**src/rtl/byte_store_serializer.sv**
```systemverilog
// Serializes a byte/halfword/word store into little-endian byte writes on an
// 8-bit memory port, rejecting misaligned or illegal-size requests.
module byte_store_serializer #(
  parameter int ADDR_W = 32
) (
  input  logic              i_clk,
  input  logic              i_rst_n,
  input  logic              i_start,
  input  logic [1:0]        i_size,
  input  logic [ADDR_W-1:0] i_addr,
  input  logic [31:0]       i_data,
  input  logic              i_mem_ready,
  output logic              o_mem_we,
  output logic [ADDR_W-1:0] o_mem_addr,
  output logic [7:0]        o_mem_wdata,
  output logic              o_busy,
  output logic              o_done,
  output logic              o_err,
  output logic              o_trunc_ovf
);

  typedef enum logic [1:0] {
    S_IDLE  = 2'd0,
    S_WRITE = 2'd1,
    S_DONE  = 2'd2
  } state_t;

  localparam logic [1:0] SZ_BYTE = 2'b00;
  localparam logic [1:0] SZ_HALF = 2'b01;
  localparam logic [1:0] SZ_WORD = 2'b10;

  localparam logic [ADDR_W-1:0] ADDR_ONE = {{(ADDR_W-1){1'b0}}, 1'b1};

  state_t            state_q, state_d;
  logic [1:0]        idx_q, idx_d;
  logic [1:0]        last_q, last_d;
  logic [31:0]       data_q, data_d;
  logic              ovf_q, ovf_d;
  logic              mem_we_q, mem_we_d;
  logic [ADDR_W-1:0] mem_addr_q, mem_addr_d;
  logic [7:0]        mem_wdata_q, mem_wdata_d;
  logic              busy_q, busy_d;
  logic              done_q, done_d;
  logic              err_q, err_d;
  logic              trunc_ovf_q, trunc_ovf_d;

  logic              req_bad;
  logic              req_ovf;
  logic [1:0]        req_last;

  // Request decode straight from the inputs; only used in the IDLE accept cycle.
  always_comb begin
    req_bad  = 1'b0;
    req_ovf  = 1'b0;
    req_last = 2'd0;
    case (i_size)
      SZ_BYTE: begin
        req_ovf  = (i_data[31:8] != {24{i_data[7]}});
        req_last = 2'd0;
      end
      SZ_HALF: begin
        req_bad  = i_addr[0];
        req_ovf  = (i_data[31:16] != {16{i_data[15]}});
        req_last = 2'd1;
      end
      SZ_WORD: begin
        req_bad  = (i_addr[1:0] != 2'b00);
        req_last = 2'd3;
      end
      default: req_bad = 1'b1;
    endcase
  end

  // NOTE: every _d gets a default before the case so no path leaves one
  // unassigned; otherwise synthesis infers a latch.
  always_comb begin
    state_d     = state_q;
    idx_d       = idx_q;
    last_d      = last_q;
    data_d      = data_q;
    ovf_d       = ovf_q;
    mem_we_d    = mem_we_q;
    mem_addr_d  = mem_addr_q;
    mem_wdata_d = mem_wdata_q;
    busy_d      = busy_q;
    done_d      = 1'b0;
    err_d       = 1'b0;
    trunc_ovf_d = 1'b0;

    case (state_q)
      S_IDLE: begin
        mem_we_d = 1'b0;
        busy_d   = 1'b0;
        if (i_start) begin
          if (req_bad) begin
            err_d = 1'b1;
          end else begin
            state_d     = S_WRITE;
            idx_d       = 2'd0;
            last_d      = req_last;
            data_d      = i_data;
            ovf_d       = req_ovf;
            mem_we_d    = 1'b1;
            mem_addr_d  = i_addr;
            mem_wdata_d = i_data[7:0];
            busy_d      = 1'b1;
          end
        end
      end

      S_WRITE: begin
        // Port outputs stay frozen until the memory takes the byte.
        if (i_mem_ready) begin
          if (idx_q == last_q) begin
            state_d     = S_DONE;
            mem_we_d    = 1'b0;
            done_d      = 1'b1;
            trunc_ovf_d = ovf_q;
          end else begin
            idx_d       = idx_q + 2'd1;
            data_d      = data_q >> 8;
            mem_addr_d  = mem_addr_q + ADDR_ONE;
            mem_wdata_d = data_q[15:8];
          end
        end
      end

      S_DONE: begin
        state_d = S_IDLE;
        busy_d  = 1'b0;
      end

      default: begin
        state_d  = S_IDLE;
        mem_we_d = 1'b0;
        busy_d   = 1'b0;
      end
    endcase
  end

  // NOTE: sequential state uses non-blocking assignments so every flop
  // samples the pre-edge value of every other flop.
  always_ff @(posedge i_clk or negedge i_rst_n) begin
    if (!i_rst_n) begin
      state_q     <= S_IDLE;
      idx_q       <= 2'd0;
      last_q      <= 2'd0;
      data_q      <= 32'd0;
      ovf_q       <= 1'b0;
      mem_we_q    <= 1'b0;
      mem_addr_q  <= '0;
      mem_wdata_q <= 8'd0;
      busy_q      <= 1'b0;
      done_q      <= 1'b0;
      err_q       <= 1'b0;
      trunc_ovf_q <= 1'b0;
    end else begin
      state_q     <= state_d;
      idx_q       <= idx_d;
      last_q      <= last_d;
      data_q      <= data_d;
      ovf_q       <= ovf_d;
      mem_we_q    <= mem_we_d;
      mem_addr_q  <= mem_addr_d;
      mem_wdata_q <= mem_wdata_d;
      busy_q      <= busy_d;
      done_q      <= done_d;
      err_q       <= err_d;
      trunc_ovf_q <= trunc_ovf_d;
    end
  end

  assign o_mem_we    = mem_we_q;
  assign o_mem_addr  = mem_addr_q;
  assign o_mem_wdata = mem_wdata_q;
  assign o_busy      = busy_q;
  assign o_done      = done_q;
  assign o_err       = err_q;
  assign o_trunc_ovf = trunc_ovf_q;

endmodule

```
**config.mk**
```make
export PLATFORM = sky130hd
export DESIGN_NAME = byte_store_serializer
export DESIGN_NICKNAME = d
export VERILOG_FILES = /design/src/rtl/byte_store_serializer.sv
export SDC_FILE = /design/constraint.sdc
export NUM_CORES = 1
export LEC_CHECK = 0
export CORE_MARGIN = 2
export CORE_UTILIZATION = 44
export DETAILED_ROUTE_END_ITERATION = 10
export PLACE_DENSITY = 0.77
export SKIP_LAST_GASP = 1
export SYNTH_ARGS = -nofsm -noshare
export SYNTH_HDL_FRONTEND = slang
export SYNTH_SLANG_ARGS = --single-unit
```
**constraint.sdc**
```tcl
create_clock -name i_clk -period 2.1 [get_ports i_clk]
set_clock_uncertainty 0.15 [all_clocks]
set_input_delay 0.42 -clock i_clk [delete_from_list [all_inputs] [get_ports i_clk]]
set_output_delay 0.42 -clock i_clk [all_outputs]
set_load 0.01 [all_outputs]
```
# Word level (Yosys, flattened, before mapping)
# Index checks and enable logic that the tools add are counted.
[word_totals]
ff_bits = 84
word_cells = 79
[op_classes]
n_addsub = 2
n_eq_ne = 12
mux = 43
bitwise = 2
n_reduce_logical = 8
[ops]
columns = ["operator", "count"]
rows = [
  ["32-bit 2-to-1 mux", 8],
  ["32-bit case mux with 2 select lines", 2],
  ["32-bit by 1-bit adder with 32-bit output (second input constant)", 1],
  ["8-bit 2-to-1 mux", 4],
  ["24-bit inequality test", 1],
  ["2-bit 2-to-1 mux", 8],
  ["16-bit inequality test", 1],
  ["8-bit case mux with 2 select lines", 1],
  ["1-bit 2-to-1 mux", 13],
  ["2-bit case mux with 2 select lines", 3],
  ["2-bit inequality test (second input constant)", 5],
  ["1-bit case mux with 3 select lines", 2],
  ["3-bit AND reduction", 2],
  ["5-bit AND reduction", 1],
  ["2-bit by 1-bit equality test with 1-bit output (second input constant)", 2],
  ["2-bit equality test (second input constant)", 2],
  ["2-bit zero test", 2],
  ["1-bit case mux with 2 select lines", 2],
  ["4-bit AND reduction", 1],
  ["2-bit nonzero test", 2],
  ["2-bit by 1-bit adder with 2-bit output (second input constant)", 1],
  ["2-bit equality test", 1],
  ["1-bit inverter", 2],
]

# Longest topological paths before layout
[depth]
word_depth = 5
mapped_depth = 10

# Worst setup path after synthesis
# No wires, ideal clock.
[synth_timing]
path_type = "input to register"
startpoint = "input port i_size[1]"
endpoint = "register data_q[19]"
setup_ns = 0.141
arrival_time_ns = 1.980
slack_ns = -0.172
path_stages = 9
path_buffers = 3
path_cell_list = "inv_1 -> ha_1 -> a211oi_1 -> o211ai_1 -> clkbuf_1 -> nand2_1 -> clkbuf_1 -> clkbuf_1 -> a31oi_1"
[synth_between]
elab_chain_len = 4
word_cells_on_any_way = 6
classes_between = "eq/ne: 3; mux: 1; reduce/logical: 2"
[synth_rtl]
columns = ["element", "line_no", "source"]
rows = [
  ["start: declaration", "9", "input logic [1:0] i_size,"],
  ["2-bit equality test, or another cell as far along", "56", "case (i_size)"],
  ["1-bit case mux with 3 select lines (*)", "56", ""],
  ["2-bit inequality test (no source line) (*)", "-", ""],
  ["5-bit AND reduction (no source line) (*)", "-", ""],
  ["end signal: assignment", "161", "data_q <= data_d;"],
  ["end: declaration", "37", "logic [31:0] data_q, data_d;"],
]
# Every way passes the cells marked *; elsewhere a longest branch is shown, timed or not.
# A chain may end at the register's enable or synchronous reset.

# Worst setup path in the final report
[layout_timing]
startpoint = "input port i_addr[1]"
endpoint = "register mem_addr_q[27] (netlist: o_mem_addr[27])"
[layout_between]
elab_chain_len = 4
[layout_rtl]
columns = ["element", "line_no", "source"]
rows = [
  ["start: declaration", "10", "input logic [ADDR_W-1:0] i_addr,"],
  ["2-bit nonzero test", "67", "req_bad = (i_addr[1:0] != 2'b00);"],
  ["1-bit case mux with 3 select lines", "56", ""],
  ["2-bit inequality test (no source line)", "-", ""],
  ["5-bit AND reduction (no source line)", "-", ""],
  ["end signal: assignment", "164", "mem_addr_q <= mem_addr_d;"],
  ["end: declaration", "40", "logic [ADDR_W-1:0] mem_addr_q, mem_addr_d;"],
]
# No other way between the ends.

==> reports/metrics.cfg <==
[floorplanning]
die_y_microns = 100
rows = 35
die_w_microns = 100
pin_count = 115
die-area_sq_um = 10100
core_region_area_sq_um = 9110
initial_core_util_pct = 44.9

[synth]
synth_top_cell_by_area = dfrtp_1
yosysSeqAreaShare_pct = 46.5
synth.distinct_cells = 43
yosys_register_bits = 76
ys.flop_type = dfrtp_1
synth.avg_cell_area_sq_um = 8.36
synthArstFlopShare_pct = 100
synth_edf_count = 0
syn-num-nets = 564
synth_top_area_share_pct = 46.5
yosys-top-cells-area = dfrtp_1 47%, nand2_1 9.0%, a21oi_1 5.6%
synth.most_common_cell = nand2_1
syn_area_sq_um = 4090
yosys_warnings = 0
netlist_instances = 489
synth_common_cells = 98 x nand2_1, 76 x dfrtp_1, 46 x a21oi_1, 41 x nor2_1, 30 x clkbuf_1

[clock_network]
clk_pin_slew_worst_paths_ns = 0.09
numClockSinks = 76
cts_tree = built
htreeDepth = 3
worstSkewPairLatency_ns = 0.35
cts.path.max_buffers = 2
cts_buffers = 9
root_buffer = clkbuf_8

[routing]
via_count = 4289
drc = 0
drt-initial-drc-count = 323
wl_per_cell_microns = 16.3
drt_pre_antenna_iters = 5
wirelength_microns = 12100
vias_per_cell = 5.79
drtAntennaViolNets = 0

[timing]
worst_slack_ns = 0.00216
fin_crit_ns = 2.10
timing.final.crit_share_pct = 99.9
slew_violations = 0
worstMarginPinSlew_ns = 0.463
whs_ns = 0.330
slew_headroom_pct = 68.8
fmaxAchievable_mhz = 477
setup_violations = 0
rsz0062_at_grt = true
hold_violations = 0

[global_routing]
track_usage_pct = 23.7
grt_pass1_wl_microns = 19200
overflow = 0
antenna_found_initial = 0
grt_pass1_vias = 3986
grt_max_degree = 71

[cells_and_area]
fin_cells = 741
diodes = 0
drive_gt1_share_pct = 14.4
finalNetCount = 700
area_growth_pct = 45.4

[worst_setup_path]
cp_data_arrival_time_ns = 2.22
critPathLaunchType = input port
path_class = in2reg
critPathBufInv = 3
crit_slowest_cell = clkdlybuf4s50_1
cp_top_family = buffers and inverters
crit_fanout = 17
worst_setup_path_end_kind = register
r2r_slack_ns = 0.13
critPathMaxStageDelay_ns = 0.57
cp.required_ns = 2.22
crit_chain = clkdlybuf4s50_1, nor3_2, o211ai_1, nand2_2, buf_4, clkbuf_16, a21oi_1

[power]
ir_drop_v = 0.000683
leakagePower_nw = 2.47
power_density_nw_per_um2 = 1500

[place]
placed_cells = 716
place_ws_ns = -0.662
portBuffers = 114
gp_congestion = 0.910
hpwl_microns = 8400

[run_status]
status = complete, no violations

[min_path]
hp-class = reg2reg

[job]
maxCapViolations = 0

[repair_timing]
item / CTS / global route
cloned: 0 / 1
setup endpoints to repair: 69 / 64
gates resized for setup: 5 / 11
buffers inserted: 4 / 3
hold buffers: 1 / 0
hold endpoints to repair: 25 / 0
pin swaps: 3 / 5
[sequential cells by signal (all words and copies together) (netlist names)]
name / cells
idx_q: 2
state_q: 2
o_err: 1
last_q: 2
data_q: 32
o_mem_we: 1
o_mem_addr: 32
o_trunc_ovf: 1
o_done: 1
o_busy: 1
ovf_q: 1
[final cells by class]
cell class	count	area, sq um
Sequential cell	76	1910
Clock inverter	6	95.1
Multi-Input combinational cell	365	2020
Timing Repair Buffer	168	1640
Tap cell	111	139
Clock buffer	10	128
Fill cell	750	3160
Inverter	5	18.8
[cells by family (layout without fill, tap and decap cells)]
| logic type | count (synthesis) | after routing | synth area share [%] |
|---|---|---|---|
| buffers and inverters | 48 | 189 | 5.26 |
| adders and majority gates | 5 | 5 | 1.53 |
| xor gates and xnor gates | 2 | 2 | 0.428 |
| DFF | 76 | 76 | 46.5 |
| AOI/OAI and AO/OA | 140 | 140 | 20.8 |
| muxes | 4 | 4 | 1.07 |
| and+or+nand+nor | 214 | 214 | 24.4 |
[through the flow]
stage / util (%) / cell area (sq um) / total power [mW] / TNS (ns)
3_5_place_dp: 61.4 / 5600 / 7.47 / -37.82
4_1_cts: 64.4 / 5860 / 8.77 / 0
5_1_grt: 65.3 / 5950 / 9.57 / -0.495
2_1_floorplan: - / 4100 / 5.43 / 0
6_report: 65.3 / 5950 / 8.94 / 0
3_3_place_gp: 61.4 / 5600 / 7.32 / -31.39
[worst paths after layout]
kind | start | end | cells after the start
setup reg to reg | o_mem_addr[14]$_DFFE_PN0P_ | o_mem_addr[30]$_DFFE_PN0P_ | 7
min in group asynchronous | i_rst_n | data_q[23]$_DFFE_PN0P_ | 2
hold reg to reg | data_q[28]$_DFFE_PN0P_ | data_q[28]$_DFFE_PN0P_ | 2
hold / removal | data_q[28]$_DFFE_PN0P_ | data_q[28]$_DFFE_PN0P_ | 2
max in group asynchronous | i_rst_n | o_mem_addr[0]$_DFFE_PN0P_ | 3
setup / recovery | i_addr[1] | o_mem_addr[27]$_DFFE_PN0P_ | 7
[power by group]
| group | switching (mW) | internal, mW |
|---|---|---|
| combinational | 2.55 | 2.34 |
| clock | 0.591 | 0.683 |
| sequential | 0.600 | 2.18 |
[metal layers]
layer	vias to the layer above	wire, microns	global-route usage (%)	part of all wire [%]
li1	2037	-	-	-
met1	2051	5210	32.6	43
met2	177	5970	38.4	49
met3	24	727	4.53	6.0
met4	0	196	6.85	1.6
met5	-	0	0	0
[tightest hold or removal path, delay by kind of cell (launching register included)]
| family | cells | cell delay (ns) |
|---|---|---|
| AND/OR/NAND/NOR | 2 | 0.10 |
| flip-flops | 1 | 0.35 |
[placed cells by master, fill, tap and decap left out, drive strengths merged, types with 2 or more instances in the layout]
| cell | synthesis | final |
|---|---|---|
| nor3 | 7 | 7 |
| o211ai | 2 | 2 |
| clkdlybuf4s50 | 0 | 110 |
| buf | 12 | 53 |
| o22ai | 17 | 17 |
| nor2 | 41 | 41 |
| nand4 | 20 | 20 |
| xor2 | 2 | 2 |
| nor4 | 9 | 9 |
| inv | 5 | 7 |
| o21ai | 24 | 24 |
| dfrtp | 76 | 76 |
| nor3b | 2 | 2 |
| o31ai | 4 | 4 |
| nand2 | 98 | 98 |
| and4 | 5 | 5 |
| clkbuf | 31 | 11 |
| mux2 | 3 | 3 |
| and2 | 4 | 4 |
| a21oi | 46 | 46 |
| a31oi | 26 | 26 |
| clkinv | 0 | 2 |
| nand3 | 22 | 22 |
| a2bb2oi | 10 | 10 |
| a32oi | 2 | 2 |
| ha | 5 | 5 |
| a21o | 2 | 2 |
| o41ai | 2 | 2 |
| bufinv | 0 | 2 |
| and3 | 2 | 2 |
| dlygate4sd2 | 0 | 2 |
No activity file was read; power rests on OpenSTA's default activity.
==> RTL edit, RTL diff (same settings) <==
Remove the register `err_q`: a continuous assignment takes its place, so the output `o_err` follows one clock earlier.
--- a/src/rtl/byte_store_serializer.sv
+++ b/src/rtl/byte_store_serializer.sv
@@ -154,3 +154,2 @@
       done_q      <= 1'b0;
-      err_q       <= 1'b0;
       trunc_ovf_q <= 1'b0;
@@ -167,3 +166,2 @@
       done_q      <= done_d;
-      err_q       <= err_d;
       trunc_ovf_q <= trunc_ovf_d;
@@ -171,2 +169,4 @@
   end
+
+  assign err_q = err_d;
 
Formal check against the unedited RTL: not equivalent (Yosys sat finds a counterexample within 4 cycles, from zero or initial values and one cycle with i_rst_n low).
==> RTL edit against the unedited design <==
Sequential share of layout area down 0.23 points; area after synthesis shrank 0.61%; sequential cell count decreased by 1; setup slack gained 5.1 ps; final area shrank 0.80%; total power decreased by 2.0%; worst hold slack got worse by 7.9 ps; wire length is 0.77% higher; largest power group unchanged.
==> RTL edit: results (changes against the unedited design) <==
# diodes: 0 (unchanged)
max-slew violations: 0 (unchanged)
Crit Path Max Fanout: 12 (-5)
first-pass GRT wire length: 19.2 mm (unchanged)
Max Buffers Root-to-Sink: 2 (unchanged)
synth top area cells: dfrtp_1 46%, nand2_1 9.1%, a21oi_1 5.7%, a31oi_1 4.0%, nor2_1 3.8%
1st-pass router iterations: 5 (unchanged)
DR vias/cell: 5.82 (+0.47%)
Fillers: 742 (-1.1%)
DP HPWL: 8.67 mm (+3.2%)
placed instance area: 5640 sq um (+0.85%)
Worst-path clk slew: 70 ps (-20 ps)
Final #Nets: 703 (+0.43%)
layout cells sized above 1: 0.144 (-0.000457)
root buffer cell: clkbuf_8
drt wl/cell: 16.4 microns (+0.50%)
top cells by count, synth: 98 x nand2_1, 75 x dfrtp_1, 46 x a21oi_1
starting DRC count in detailed routing: 242 (-25%)
# port buffers: 114 (unchanged)
Seq/Total Area, Yosys: 0.462 (-0.00329)
RePlAce Congestion: 0.897 (-1.5%)
initial antenna violation count: 0 (unchanged)
Crit-path slowest cell: o211ai_1
pre-CTS WS: -694 ps (-31.7 ps)
vias in the first global route: 4051 (+1.6%)
clk_lat worst skew: 350 ps (about the same)
Synth warnings: 0 (unchanged)
HP Class: reg -> reg
Max IR drop VDD: 0.765 mV (+12%)
Synthesized Nets: 563 (-0.18%)
pin count of the biggest net entering global routing: 69 (-2.8%)
post-synthesis async set-or-reset flop share: 1.00 (unchanged)
htree depth: 3 (unchanged)
slowest stage delay, CP: 430 ps (-140 ps)
status: complete, no violations
Netlist cell types: 43 (unchanged)
crit path DAT: 2170 ps (-50 ps)
Rel. slew slack: 0.661 (-0.0275)
Leakage: 2.46 nW (-0.38%)
GR Util All Layers: 0.239 (+0.00213)
number of CTS-inserted buffers: 9 (unchanged)
==> RTL edit: cells by family (layout without fill, tap and decap cells) <==
family | Yosys count | in the layout | share of synthesized area
AOI/OAI and AO/OA | 140 | 140 | 0.209
xor gates and xnor gates | 2 | 2 | 0.00431
adders and majority gates | 5 | 5 | 0.0154
buffers and inverters | 48 | 192 | 0.0530
DFF | 75 | 75 | 0.462
muxes | 4 | 4 | 0.0108
and+or+nand+nor | 214 | 214 | 0.246
==> RTL edit: through the flow <==
stage                util  instances
floorplan               -        488
global placement    0.620        723
detailed placement  0.620        723
CTS                 0.642        740
global route        0.648        743
finish              0.648        743
==> RTL edit: worst paths after layout <==
check	cells past startpoint	startpoint	slack, ps	end
worst max-delay path	10	i_size[1]	7	o_mem_addr[3]
worst min-delay path	2	data_q[24]	320	data_q[24]
worst max register to register	6	o_mem_addr[1]	70	o_mem_addr[18]
worst min register to register	2	data_q[24]	320	data_q[24]
max in group asynchronous	3	i_rst_n	790	o_mem_addr[9]
min in group asynchronous	2	i_rst_n	430	data_q[23]
==> RTL edit: critical path: cells and delay by family <==
| kind | cells | cell delay [ps] |
|---|---|---|
| and+or+nand+nor | 1 | 170 |
| AOI/OAI and AO/OA | 4 | 720 |
| adders and majority gates | 1 | 180 |
| buffers and inverters | 4 | 680 |
==> RTL edit: timing repair <==
item	4_1_cts	5_1_grt
cloned	0	1
hold endpoints to repair	35	0
resized for setup	8	10
setup endpoints to repair	70	56
pin swaps	1	4
setup buffers	1	2
hold buffers	1	0
==> RTL edit: routing by layer <==
layer	global-route usage	share of wire
met5	0	0
met4	0.102	0.023
met3	0.0320	0.057
met2	0.398	0.50
met1	0.317	0.42
==> RTL edit: cell type report <==
cell class              count  share of cell area
clock buffers              12              0.0229
clock inverters             3             0.00679
inverters                   5             0.00318
multi-input cells         365               0.344
flip-flops and latches     75               0.318
well taps                 111              0.0235
repair buffers            172               0.282
==> RTL edit: power breakdown <==
| group | internal (mW) | switching (mW) | leakage, nW |
|---|---|---|---|
| clock network | 0.541 | 0.519 | 0.0902 |
| logic | 2.38 | 2.59 | 1.50 |
| registers | 2.15 | 0.581 | 0.869 |
| total | 5.07 | 3.69 | 2.46 |
